**src/rtl/mem_arbiter.sv**
```systemverilog
// ============================================================================
// mem_arbiter : shares one memory bus between fetch (I) and data (D) requesters
// Revision    : 1.0
// ============================================================================
`default_nettype none

module mem_arbiter #(
    parameter int AW = 32,
    parameter int DW = 32
) (
    input  logic          clk,
    input  logic          rst,
    input  logic          i_req,
    input  logic [AW-1:0] i_addr,
    input  logic          i_flush,
    output logic [DW-1:0] i_rdata,
    output logic          i_ready,
    input  logic          d_req,
    input  logic          d_we,
    input  logic [3:0]    d_wstrb,
    input  logic [AW-1:0] d_addr,
    input  logic [DW-1:0] d_wdata,
    output logic [DW-1:0] d_rdata,
    output logic          d_ready,
    output logic          m_req,
    output logic          m_we,
    output logic [3:0]    m_wstrb,
    output logic [AW-1:0] m_addr,
    output logic [DW-1:0] m_wdata,
    input  logic [DW-1:0] m_rdata,
    input  logic          m_ack
);

    localparam logic [1:0] c_IDLE   = 2'd0;
    localparam logic [1:0] c_I_BUSY = 2'd1;
    localparam logic [1:0] c_D_BUSY = 2'd2;

    logic [1:0]    state_q, state_d;
    logic          discard_q, discard_d;
    logic          m_req_q, m_req_d;
    logic          m_we_q, m_we_d;
    logic [3:0]    m_wstrb_q, m_wstrb_d;
    logic [AW-1:0] m_addr_q, m_addr_d;
    logic [DW-1:0] m_wdata_q, m_wdata_d;
    logic [DW-1:0] i_rdata_q, i_rdata_d;
    logic [DW-1:0] d_rdata_q, d_rdata_d;
    logic          i_ready_q, i_ready_d;
    logic          d_ready_q, d_ready_d;

    // A side whose ready is high this cycle is still deasserting its request.
    logic w_d_elig, w_i_elig;
    assign w_d_elig = d_req && !d_ready_q;
    assign w_i_elig = i_req && !i_ready_q && !i_flush;

    always_ff @(posedge clk or negedge rst) begin
        if (!rst) begin
            state_q <= c_IDLE;
        end else begin
            state_q <= state_d;
        end
    end

    always_comb begin
        state_d = state_q;
        case (state_q)
            c_IDLE: begin
                if (w_d_elig)      state_d = c_D_BUSY;
                else if (w_i_elig) state_d = c_I_BUSY;
            end
            c_I_BUSY, c_D_BUSY: begin
                if (m_ack) state_d = c_IDLE;
            end
            default: state_d = c_IDLE;
        endcase
    end

    always_comb begin
        discard_d = discard_q;
        m_req_d   = m_req_q;
        m_we_d    = m_we_q;
        m_wstrb_d = m_wstrb_q;
        m_addr_d  = m_addr_q;
        m_wdata_d = m_wdata_q;
        i_rdata_d = i_rdata_q;
        d_rdata_d = d_rdata_q;
        i_ready_d = 1'b0;
        d_ready_d = 1'b0;
        case (state_q)
            c_IDLE: begin
                if (w_d_elig) begin
                    m_req_d   = 1'b1;
                    m_we_d    = d_we;
                    m_wstrb_d = d_wstrb;
                    m_addr_d  = d_addr;
                    m_wdata_d = d_wdata;
                end else if (w_i_elig) begin
                    m_req_d   = 1'b1;
                    m_we_d    = 1'b0;
                    m_wstrb_d = 4'b0000;
                    m_addr_d  = i_addr;
                    discard_d = 1'b0;
                end
            end
            c_I_BUSY: begin
                if (m_ack) begin
                    m_req_d   = 1'b0;
                    discard_d = 1'b0;
                    // A flush arriving with the ack still suppresses this completion.
                    if (!(discard_q || i_flush)) begin
                        i_rdata_d = m_rdata;
                        i_ready_d = 1'b1;
                    end
                end else if (i_flush) begin
                    discard_d = 1'b1;
                end
            end
            c_D_BUSY: begin
                if (m_ack) begin
                    m_req_d   = 1'b0;
                    d_rdata_d = m_rdata;
                    d_ready_d = 1'b1;
                end
            end
            default: ;
        endcase
    end

    always_ff @(posedge clk or negedge rst) begin
        if (!rst) begin
            discard_q <= 1'b0;
            m_req_q   <= 1'b0;
            m_we_q    <= 1'b0;
            m_wstrb_q <= 4'b0000;
            m_addr_q  <= '0;
            m_wdata_q <= '0;
            i_rdata_q <= '0;
            d_rdata_q <= '0;
            i_ready_q <= 1'b0;
            d_ready_q <= 1'b0;
        end else begin
            discard_q <= discard_d;
            m_req_q   <= m_req_d;
            m_we_q    <= m_we_d;
            m_wstrb_q <= m_wstrb_d;
            m_addr_q  <= m_addr_d;
            m_wdata_q <= m_wdata_d;
            i_rdata_q <= i_rdata_d;
            d_rdata_q <= d_rdata_d;
            i_ready_q <= i_ready_d;
            d_ready_q <= d_ready_d;
        end
    end

    assign m_req   = m_req_q;
    assign m_we    = m_we_q;
    assign m_wstrb = m_wstrb_q;
    assign m_addr  = m_addr_q;
    assign m_wdata = m_wdata_q;
    assign i_rdata = i_rdata_q;
    assign d_rdata = d_rdata_q;
    assign i_ready = i_ready_q;
    assign d_ready = d_ready_q;

endmodule

`default_nettype wire

```
**config.mk**
```make
export PLATFORM = sky130hd
export DESIGN_NAME = mem_arbiter
export DESIGN_NICKNAME = d
export VERILOG_FILES = /design/src/rtl/mem_arbiter.sv
export SDC_FILE = /design/constraint.sdc
export NUM_CORES = 1
export LEC_CHECK = 0
export BUFFER_PORTS_ARGS = -buffer_cell sky130_fd_sc_hd__buf_2
export CAP_MARGIN = 20
export CELL_PAD_IN_SITES_DETAIL_PLACEMENT = 0
export CELL_PAD_IN_SITES_GLOBAL_PLACEMENT = 1
export CORE_UTILIZATION = 40
export CTS_BUF_LIST = sky130_fd_sc_hd__clkbuf_2
export CTS_CLUSTER_SIZE = 25
export DETAILED_ROUTE_END_ITERATION = 8
export GPL_TIMING_DRIVEN = 0
export PLACE_DENSITY = 0.95
export SYNTH_ARGS = -nofsm -noshare
export SYNTH_HDL_FRONTEND = slang
export SYNTH_SLANG_ARGS = --single-unit
```
**constraint.sdc**
```tcl
create_clock -name clk -period 5 [get_ports clk]
set_input_delay 0 -clock clk [delete_from_list [all_inputs] [get_ports clk]]
set_output_delay 0 -clock clk [all_outputs]
set_load 0.02 [all_outputs]
```
==> metrics.md, run 1 <==
| Metric | Value |
|---|---|
| Number of clock sinks seen by CTS | `139` |
| Post-synthesis cell count | `351` |
| Initial core utilization | `41.3%` |
| Flip-flop and latch count after synthesis | `139` |
| Number of levels the H-tree was split into | `4` |
| Library cell with the highest instance count after synthesis | `sky130_fd_sc_hd__mux2_2` |
| Post-synth top cells | `sky130_fd_sc_hd__mux2_2 (142), sky130_fd_sc_hd__dfrtp_1 (139), sky130_fd_sc_hd__mux2_4 (18), sky130_fd_sc_hd__buf_6 (8)` |
| Mean cell area of the mapped netlist | `16.4 um2` |
| Total of cells resized after clock tree synthesis | `0` |
| Die X-Extent | `122 um` |
| Main area contributors after synthesis | `sky130_fd_sc_hd__dfrtp_1 (60%), sky130_fd_sc_hd__mux2_2 (28%), sky130_fd_sc_hd__mux2_4 (4.7%)` |
| Error text reported by the tool | `[ERROR RSZ-0060] Max buffer count reached.` |
| Post-synth top area share | `60.4%` |
| Num CTS Buffers | `17` |
| Maximum clock path buffer count | `2` |
| Detailed placement HPWL | `10100 um` |
| Synth Net Count | `493` |
| Most used flip-flop cell after synthesis | `sky130_fd_sc_hd__dfrtp_1` |
| I/O pin count | `275` |
| Port Buffer Count | `274` |
| Run status | `stopped before the end` |
| DIE HEIGHT | `122 um` |
| Number of warnings issued by yosys | `0` |
| Number of flops mapped to enable cells by yosys | `0` |
| Sequential cell area fraction in the yosys report | `60.4%` |
| Root cell of the clock tree | `sky130_fd_sc_hd__clkbuf_2` |
| Post-Synthesis Cell Area | `5750 um2` |
| Halt point of the flow | `clock tree synthesis` |
| Asr flop ratio synth | `100%` |
| Row Count | `43` |
| Post-CTS Hold Buffers | `168` |
| Weighted congestion reported at the end of routability-driven placement | `0.767` |
| Number of setup buffers added after CTS | `0` |
| Number of distinct library cells after synthesis | `23` |
| Library cell with the largest summed area after synthesis | `sky130_fd_sc_hd__dfrtp_1` |
## through the flow
step | std cells | setup WS (ns) | hold WS [ns] | cell area [um2]
floorplan | 351 | 3.33 | -0.296 | 5750
global placement | 805 | 2.24 | 0.233 | 7350
detailed placement | 806 | 3.04 | 0.0726 | 7380
## kinds of logic after synthesis
kind of cell	Yosys count	share of synthesized area, %
AND/OR/NAND/NOR	11	1.30
multiplexers	160	32.5
flip-flops	139	60.4
adder cells (fa/ha/maj)	3	0.652
buffers and inverters	22	2.87
AO/OA/AOI/OAI	16	2.24
==> run 2, diff against run 1 <==
CELL_PAD_IN_SITES_DETAIL_PLACEMENT = default   (was 0)
CELL_PAD_IN_SITES_GLOBAL_PLACEMENT = default   (was 1)
CTS_BUF_LIST = default   (was sky130_fd_sc_hd__clkbuf_2)
CTS_CLUSTER_SIZE = default   (was 25)
PLACE_DENSITY = default   (was 0.95)
PLACE_DENSITY_LB_ADDON = 0.15   (was default)
==> run 2 against run 1 <==
  * The flow now finishes without violations
  * Synthesized area unchanged
  * Synthesized cell count unchanged
==> metrics.md, run 2 <==
| Metric | Value |
|---|---|
| Type of element launching the critical path | `flip-flop` |
| Kind of critical path | `flip-flop to flip-flop` |
| Gate power share | `44.5%` |
| Most used flip-flop cell after synthesis | `sky130_fd_sc_hd__dfrtp_1 (unchanged)` |
| Weighted congestion reported at the end of routability-driven placement | `0.753 (was 0.767)` |
| Remaining antenna violation count | `0` |
| Final critical-path share of the clock period | `43.2%` |
| Library cell with the highest instance count after synthesis | `sky130_fd_sc_hd__mux2_2 (unchanged)` |
| Final hold violation count | `0` |
| Buffers and inverters on the worst path | `3` |
| Post-layout util | `67.3%` |
| Summed negative setup slack over all endpoints | `0 ns` |
| Worst setup EP type | `flip-flop` |
| Setup skew after layout | `0.00585 ns` |
| Share of total power in the clock network | `22.2%` |
| Largest driver fanout on the critical path | `10` |
| DIE AREA | `14900 um2` |
| Pleak | `0.00461 uW` |
| Synth Net Count | `493 (unchanged)` |
| Clock tree from TritonCTS | `done` |
| Asr flop ratio synth | `100% (unchanged)` |
| Global route total overflow | `0` |
| Post-synthesis cell count | `351 (unchanged)` |
| Register share of total power | `33.3%` |
| Cells along the critical path | `nand2b_1 > buf_6 > buf_6 > mux2_4 > dlygate4sd3_1 > mux2_2` |
| Worst path most repeated cell | `sky130_fd_sc_hd__buf_6` |
| Detailed placement HPWL | `10100 um (about the same)` |
| Mean cell area of the mapped netlist | `16.4 um2 (unchanged)` |
| Largest voltage drop on the vdd net | `0.000379 V` |
| Total vias in the final route | `4498` |
| Required @ worst endpoint | `5.28 ns` |
| Row Count | `43 (unchanged)` |
| Final Max Slew Viols | `0` |
| Crit path time final | `2.16 ns` |
| Post-Synthesis Cell Area | `5750 um2 (unchanged)` |
| Sequential cell area fraction in the yosys report | `60.4% (unchanged)` |
| Max frequency | `0.463 GHz` |
| Number of warnings issued by yosys | `0 (unchanged)` |
| Number of clock sinks seen by CTS | `139 (unchanged)` |
| Post-synth top area share | `60.4% (unchanged)` |
| Internal power summed over all cells | `3720 uW` |
| Number of flops mapped to enable cells by yosys | `0 (unchanged)` |
| Max cap viols | `0` |
| Area delta synth->final | `63.0%` |
| Pin slew with the least headroom to its limit | `0.624 ns` |
| Run status | `finished, final reports clean (was stopped before the end)` |
| Detailed-router iteration count before antenna repair | `4` |
| Wirelength per Cell | `15.9 um` |
| Number of vias per cell after detailed routing | `4.61` |
| Sw Ratio | `36.8%` |
| Most common cell after layout, fill and taps aside | `sky130_fd_sc_hd__buf_2` |
| WL final | `15500 um` |
| Max transition margin | `58.4%` |
| WP depth | `6` |
| Sw power | `2170 uW` |
| Global-route usage over all layers | `21.1%` |
| Number of distinct library cells after synthesis | `23 (unchanged)` |
| Total of cells resized after clock tree synthesis | `0 (unchanged)` |
| Root cell of the clock tree | `sky130_fd_sc_hd__clkbuf_16 (was sky130_fd_sc_hd__clkbuf_2)` |
| Total power divided by cell area | `628 nW/um2` |
| Port Buffer Count | `274 (unchanged)` |
| Reg-to-Reg Start | `d_ready` |
| Library cell with the largest summed area after synthesis | `sky130_fd_sc_hd__dfrtp_1 (unchanged)` |
| Maximum clock path buffer count | `2 (unchanged)` |
| Iter 0 DRT Violations | `128` |
| I/O pin count | `275 (unchanged)` |
| Worst Reg2Reg Path Length in Cells | `6` |
| DRC errors left | `0` |
| Final net count | `924` |
| Die X-Extent | `122 um (unchanged)` |
| Count of final setup violators | `0` |
| Worst-path clk slew | `0.06 ns` |
| Sum of internal, switching and leakage power | `5890 uW` |
| Post-synth top cells | `sky130_fd_sc_hd__mux2_2 (142), sky130_fd_sc_hd__dfrtp_1 (139), sky130_fd_sc_hd__mux2_4 (18), sky130_fd_sc_hd__buf_6 (8) (unchanged)` |
| Layout cells sized above 1 | `61.3%` |
| Largest net degree at the start of global routing | `76` |
| Global-route wire length before repair | `23900 um` |
| Crit path max-delay family | `buffers and inverters` |
| Vias in the first global route | `4914` |
| Delay of the slowest cell on the worst path | `0.58 ns` |
| Arrival @ worst endpoint | `2.45 ns` |
| Num CTS Buffers | `17 (unchanged)` |
| Core region area | `13900 um2` |
| Filler instances | `1007` |
| Number of levels the H-tree was split into | `4 (unchanged)` |
| Worst Setup SP | `d_ready` |
| Initial core utilization | `41.3% (unchanged)` |
| DIE HEIGHT | `122 um (unchanged)` |
| Main area contributors after synthesis | `sky130_fd_sc_hd__dfrtp_1 (60%), sky130_fd_sc_hd__mux2_2 (28%), sky130_fd_sc_hd__mux2_4 (4.7%) (unchanged)` |
| Skew-Pair Late Insertion Delay | `0.41 ns` |
| Antenna violations before repair | `0` |
| Hold Path Class | `input pin to async pin` |
| Flip-flop and latch count after synthesis | `139 (unchanged)` |
| Commonest cells after routing, fill and taps aside | `sky130_fd_sc_hd__buf_2 (279), sky130_fd_sc_hd__mux2_2 (142), sky130_fd_sc_hd__dfrtp_1 (139), sky130_fd_sc_hd__dlygate4sd3_1 (137), sky130_fd_sc_hd__mux2_4 (18)` |
| Critical-path cell with the highest stage delay | `sky130_fd_sc_hd__dlygate4sd3_1` |
| Count of inserted antenna diode cells | `0` |
| Unrepaired setup endpoints after global routing | `false` |
-- run 2: layout make-up --
cell class	instances	area, um2	area share, %
plain buffers	18	150	1.60
well taps	180	225	2.40
clock inverters	15	196	2.09
clock buffers	17	425	4.54
inverters	4	15.0	0.160
multi-input cells	190	2110	22.5
repair buffers	412	2780	29.6
flip-flops and latches	139	3480	37.1
-- run 2: timing repair --
action | CTS | global route
setup buffers | 0 | 0
hold endpoints to repair | 200 | 0
hold buffers | 137 | 0
-- run 2: per-layer routing --
layer  vias to the layer above  routed length (um)  GRT usage [%]
met5                         -                   0              0
met1                      2172                5900           23.1
met3                        25                1030           5.52
met2                       169                8250           38.2
li1                       2132                   -              -
met4                         0                 348           9.10
-- run 2: worst paths after layout --
| path | to | slack [ns] |
|---|---|---|
| max in group asynchronous | m_addr[9] | 4.11 |
| setup reg to reg | m_addr[9] | 2.84 |
| setup / recovery | m_addr[9] | 2.84 |
| hold reg to reg | i_rdata[0] | 0.50 |
| hold / removal | m_wdata[20] | 0.13 |
| min in group clk | state_q[0] | 0.24 |
-- run 2: cells by family (layout without fill, tap and decap cells) --
family	after synthesis	in the layout	share of synthesized area [%]
mux	160	160	32.5
buf+inv	22	466	2.87
fa+ha+maj	3	3	0.652
compound gates	16	16	2.24
simple gates	11	11	1.30
flops	139	139	60.4
-- run 2: power groups by stage --
stage	logic, uW	clock network (uW)	registers (uW)
6_report	2620	1310	1960
3_5_place_dp	2510	0	1960
2_1_floorplan	947	0	2650
3_3_place_gp	2470	0	1930
5_1_grt	2780	1400	2030
4_1_cts	2630	1340	1950
-- run 2: per-stage QoR --
stage	hold slack [ns]	setup WS (ns)	cell area, um2	cells
final	0.133	2.84	9380	975
after global routing	0.179	2.78	9380	975
after CTS	0.150	2.86	9380	975
after detailed placement	0.0211	3.00	7380	806
after global placement	0.227	2.07	7350	805
after floorplan	-0.296	3.33	5750	351
Power figures use the tool's default switching activity.
